$ cat src/rtl/regfile_sb.sv
// rtl/regfile_sb.sv - parametrised register file with write bypass and busy scoreboard
// Out-of-range read addresses return the immediate; stall flags reads/claims of pending results.
module regfile_sb #(
  parameter int WIDTH  = 8,
  parameter int ADDR_W = 3,
  parameter int NREGS  = 7,
  parameter int BYPASS = 1
) (
  input  logic                   clk,
  input  logic                   rst,
  input  logic                   wr_en,
  input  logic [ADDR_W-1:0]      wr_addr,
  input  logic [WIDTH-1:0]       wr_data,
  input  logic [ADDR_W-1:0]      rd_addr_a,
  input  logic [ADDR_W-1:0]      rd_addr_b,
  input  logic [WIDTH-1:0]       imm,
  input  logic                   claim_en,
  input  logic [ADDR_W-1:0]      claim_addr,
  output logic [WIDTH-1:0]       rd_data_a,
  output logic [WIDTH-1:0]       rd_data_b,
  output logic                   stall,
  output logic [NREGS-1:0]       busy,
  output logic [NREGS*WIDTH-1:0] regs_flat
);

  localparam logic              LP_BYP   = (BYPASS != 0);
  localparam logic [ADDR_W:0]   LP_NREGS = (ADDR_W+1)'(NREGS);

  logic [WIDTH-1:0] r_regs [NREGS];
  logic [NREGS-1:0] r_busy;

  logic [WIDTH-1:0] w_stored_a, w_stored_b;
  logic             w_busy_a, w_busy_b, w_busy_c;
  logic             w_in_a, w_in_b, w_in_c, w_in_w;
  logic             w_byp_a, w_byp_b;
  logic             w_hit_a, w_hit_b, w_waw;
  logic             w_wr_fire, w_claim_fire;

  // Lookups only cover implemented registers, so out-of-range addresses see 0/not-busy.
  always_comb begin
    w_stored_a = '0;
    w_stored_b = '0;
    w_busy_a   = 1'b0;
    w_busy_b   = 1'b0;
    w_busy_c   = 1'b0;
    for (int i = 0; i < NREGS; i++) begin
      if (rd_addr_a == ADDR_W'(i)) begin
        w_stored_a = r_regs[i];
        w_busy_a   = r_busy[i];
      end
      if (rd_addr_b == ADDR_W'(i)) begin
        w_stored_b = r_regs[i];
        w_busy_b   = r_busy[i];
      end
      if (claim_addr == ADDR_W'(i)) w_busy_c = r_busy[i];
    end
  end

  assign w_in_a = ({1'b0, rd_addr_a}  < LP_NREGS);
  assign w_in_b = ({1'b0, rd_addr_b}  < LP_NREGS);
  assign w_in_c = ({1'b0, claim_addr} < LP_NREGS);
  assign w_in_w = ({1'b0, wr_addr}    < LP_NREGS);

  assign w_byp_a = LP_BYP && wr_en && (wr_addr == rd_addr_a);
  assign w_byp_b = LP_BYP && wr_en && (wr_addr == rd_addr_b);

  assign rd_data_a = !w_in_a ? imm : (w_byp_a ? wr_data : w_stored_a);
  assign rd_data_b = !w_in_b ? imm : (w_byp_b ? wr_data : w_stored_b);

  assign w_hit_a = w_in_a && w_busy_a && !w_byp_a;
  assign w_hit_b = w_in_b && w_busy_b && !w_byp_b;
  assign w_waw   = claim_en && w_in_c && w_busy_c && !(wr_en && (wr_addr == claim_addr));
  assign stall   = w_hit_a || w_hit_b || w_waw;

  assign w_wr_fire    = wr_en && w_in_w;
  assign w_claim_fire = claim_en && w_in_c && !stall;

  // A claim beats a same-register write on busy: it names a newer in-flight result.
  always_ff @(posedge clk or posedge rst) begin
    if (rst) begin
      for (int i = 0; i < NREGS; i++) r_regs[i] <= '0;
      r_busy <= '0;
    end else begin
      for (int i = 0; i < NREGS; i++) begin
        if (w_wr_fire && (wr_addr == ADDR_W'(i))) r_regs[i] <= wr_data;
        if (w_claim_fire && (claim_addr == ADDR_W'(i)))
          r_busy[i] <= 1'b1;
        else if (w_wr_fire && (wr_addr == ADDR_W'(i)))
          r_busy[i] <= 1'b0;
      end
    end
  end

  assign busy = r_busy;

  for (genvar g = 0; g < NREGS; g++) begin : g_flat
    assign regs_flat[g*WIDTH +: WIDTH] = r_regs[g];
  end

endmodule
$ cat config.mk
export PLATFORM = sky130hd
export DESIGN_NAME = regfile_sb
export DESIGN_NICKNAME = d
export VERILOG_FILES = /design/src/rtl/regfile_sb.sv
export SDC_FILE = /design/constraint.sdc
export NUM_CORES = 1
export LEC_CHECK = 0
export ABC_CLOCK_PERIOD_IN_PS = 2100
export BUFFER_PORTS_ARGS = -buffer_cell sky130_fd_sc_hd__buf_2
export CELL_PAD_IN_SITES_DETAIL_PLACEMENT = 2
export CELL_PAD_IN_SITES_GLOBAL_PLACEMENT = 2
export CORE_MARGIN = 2
export CORE_UTILIZATION = 32
export CTS_CLUSTER_SIZE = 14
export DETAILED_ROUTE_END_ITERATION = 7
export PLACE_DENSITY_LB_ADDON = 0.3
export SETUP_SLACK_MARGIN = 0.05
export SYNTH_ARGS = -nofsm -noshare
export SYNTH_HDL_FRONTEND = slang
export SYNTH_SLANG_ARGS = --single-unit
$ cat constraint.sdc
create_clock -name clk -period 2.1 [get_ports clk]
set_input_delay 0.105 -clock clk [delete_from_list [all_inputs] [get_ports clk]]
set_output_delay 0.105 -clock clk [all_outputs]
set_load 0.02 [all_outputs]
==> impl_metrics.env <==
export IMPL_fmax_mhz=475.1
export IMPL_drt_total_wl_um=17420
export IMPL_cp_max_fo=5
export IMPL_clk_path_buf_depth=2
export IMPL_syn_inst=385
export IMPL_design_die_area_um2=13360
export IMPL_hold_depth=3
export IMPL_worstPathRequired_ps=2000
export IMPL_hold_path_class="in2reg"
export IMPL_synth_avg_cell_area_um2=10.35
export IMPL_min_period_ps=2105
export IMPL_drtIter0Drc=369
export IMPL_critical_path_arrival_ps=2000
export IMPL_fin_util_pct=44.18
export IMPL_final_fill_count=1299
export IMPL_grt_max_degree=64
export IMPL_period_share_pct=100.2
export IMPL_criticalPathCategory="reg2out"
export IMPL_seqCellArea_um2=1577
export IMPL_synth_area_um2=3985
export IMPL_run_status="finished, violations left"
export IMPL_synth_area_leaders="dfrtp_1 (40%), mux2_2 (12%), mux2_1 (7.3%)"
export IMPL_cts_max_level=3
export IMPL_core_area_um2=12060
export IMPL_path_delay_family="compound AO/OA/AOI/OAI gates"
export IMPL_antenna_found_initial=0
export IMPL_cts_tree="done"
export IMPL_drive_above_1_share_pct=43.63
export IMPL_clk_pin_slew_ps=50
export IMPL_clk_latency_ps=330
export IMPL_overflow=0
export IMPL_firstDrtPassIters=5
export IMPL_violations="negative setup slack"
export IMPL_p_leak_nw=2.323
export IMPL_root_buffer="clkbuf_16"
export IMPL_rows=40
export IMPL_wire_per_inst_um=25.40
export IMPL_synth_fp_nets=417
export IMPL_hp_start="claim_addr[1]"
export IMPL_holdPathEnd="busy[6]$_DFFE_PP0P_"
export IMPL_placed_area_um2=4838
export IMPL_area_growth_pct=33.72
export IMPL_finalSetupViolCount=1
export IMPL_diodes=0
export IMPL_p_per_area_nw_per_um2=1037
export IMPL_ir_drop_mv=0.4445
export IMPL_worst_slew_pin_slew_ps=611.2
export IMPL_cts_num_sinks=63
export IMPL_cp_depth=5
export IMPL_dp_final_hpwl_um=12020
export IMPL_place_congestion=0.8561
export IMPL_io_buffers=111
export IMPL_cp_start_kind="flip-flop"
export IMPL_slowest_stage="dfrtp_1"
export IMPL_r2r_end="busy[1]$_DFFE_PP0P_"
export IMPL_critPathMaxStageDelay_ps=450
export IMPL_numCtsBuffers=9
export IMPL_async_flop_share_pct=100.0
export IMPL_drv_cap=0
export IMPL_grt_usage_pct=26.02
export IMPL_tns_ps=-4.737
export IMPL_end_kind="output port"
export IMPL_synth_edff_count=0
export IMPL_rsz0062_at_grt="yes"
export IMPL_grt_pass1_wl_um=25980
export IMPL_viasPerCell=5.901
export IMPL_timing_final_ws_setup_ps=-4.737
export IMPL_ys_seq_area_share_pct=39.56
export IMPL_ys_ff_latch=63
export IMPL_multi_input_area_um2=2370
export IMPL_fin_skew_ps=0.3983
export IMPL_drc=0
export IMPL_yosys_top_cells_count="dfrtp_1 (63), mux2_2 (42), nor2_1 (33)"
export IMPL_finalMaxSlewViolations=0
export IMPL_slew_headroom_pct=59.14
export IMPL_vias=4048
export IMPL_netlist_area_leader_share_pct=39.56
export IMPL_num_io_pins=112
export IMPL_die_w_um=115.6
export IMPL_ant_nets=0
export IMPL_die_h_um=115.6
export IMPL_r2r_slack_ps=90
export IMPL_cp_cell_sequence="and3_1 -> a2111oi_4 -> o32ai_4 -> or2_1 -> buf_2"
export IMPL_synth_top_cell_by_area="dfrtp_1"
export IMPL_fin_area_um2=5329
export IMPL_yosysMostFrequentCell="dfrtp_1"
export IMPL_timing_hold_violations_final=0
export IMPL_layout_nets=546
export IMPL_r2r_start="busy[1]$_DFFE_PP0P_"
export IMPL_synth_cell_types=41
export IMPL_r2r_cells=5
export IMPL_synthFlopType="dfrtp_1"
export IMPL_start_util_pct=33.04
export IMPL_ys_warn_count=0
export IMPL_grt_pass1_vias=4290
export IMPL_crit_buf_inv=1
## metrics by stage
step | worst slack, ps | power (W) | hold slack [ps] | instances
global placement | 236.4 | 0.003639 | 194.4 | 664
CTS | 42.35 | 0.005422 | 126.4 | 684
detailed placement | 150.2 | 0.003734 | 203.5 | 664
finish | -4.737 | 0.005525 | 127.7 | 686
floorplan | 320.7 | 0.002923 | 239.7 | 385
global route | -49.11 | 0.005774 | 162.2 | 686
## where the power goes
part | switching [W] | internal [W] | leakage, nW
sequential | 0.000404 | 0.00150 | 0.761
combinational | 0.00120 | 0.000817 | 1.41
clock | 0.000546 | 0.00106 | 0.155
## worst reg2reg max path, stage by stage, from the launching register on
cell and delay [ps]:
dfrtp_1 450, and3_1 210, a2111oi_4 440, o32ai_4 150, buf_4 190, o41ai_1 430
## layout by cell type (no fill, tap or decap), types with 12 or more instances in the layout
cell type and n:
buf_4 36, buf_2 105, mux2_2 42, nor2_1 33
mux2_1 26, a31oi_1 16, o21ai_0 12, dfrtp_1 63
a22oi_1 15, nand2_1 25, o211ai_1 14
## final cells by class
| class | count | area share (%) |
|---|---|---|
| Clock buffer | 11 | 4.555 |
| Tap cell | 168 | 3.945 |
| Inverter | 7 | 0.4931 |
| Clock inverter | 4 | 1.315 |
| Timing Repair Buffer | 144 | 15.64 |
| Multi-Input combinational cell | 289 | 44.47 |
| Sequential cell | 63 | 29.58 |
## per-layer routing
layer | global-route usage, % | up-vias | share of wire (%)
met5 | 0 | - | 0
met4 | 9.478 | 0 | 2.6
met3 | 4.289 | 36 | 6.0
met2 | 40.94 | 192 | 47
met1 | 36.16 | 2085 | 45
li1 | - | 1735 | -
## worst max-delay path by stage
stage | slack, ps | to | start
after floorplan | 320 | stall | busy[3]$_DFFE_PP0P_
after global placement | 240 | stall | rd_addr_a[0]
after global routing | -50 | stall | busy[5]$_DFFE_PP0P_
final | -5 | stall | busy[1]$_DFFE_PP0P_
after CTS | 40 | stall | busy[5]$_DFFE_PP0P_
after detailed placement | 150 | busy[0]$_DFFE_PP0P_ | rd_addr_a[2]
## timing repair
action	in CTS	in global routing
hold buffers	1	0
resized for setup	4	20
buffers inserted	4	2
pin swaps	5	8
hold endpoints to repair	63	0
setup endpoints to repair	2	15
## registers in the layout (all words and copies together), names as in the netlist
register,flops
busy,7
regs_flat,56
## cell families (layout without fill, tap and decap cells)
group,Yosys count,after routing,synth area share (%)
xor+xnor,9,9,1.978
mux,77,77,21.79
compound gates,107,107,20.72
simple gates,96,96,12.28
flops,63,63,39.56
buf+inv,33,166,3.673
Note: power is estimated with default switching activity, not from simulation.
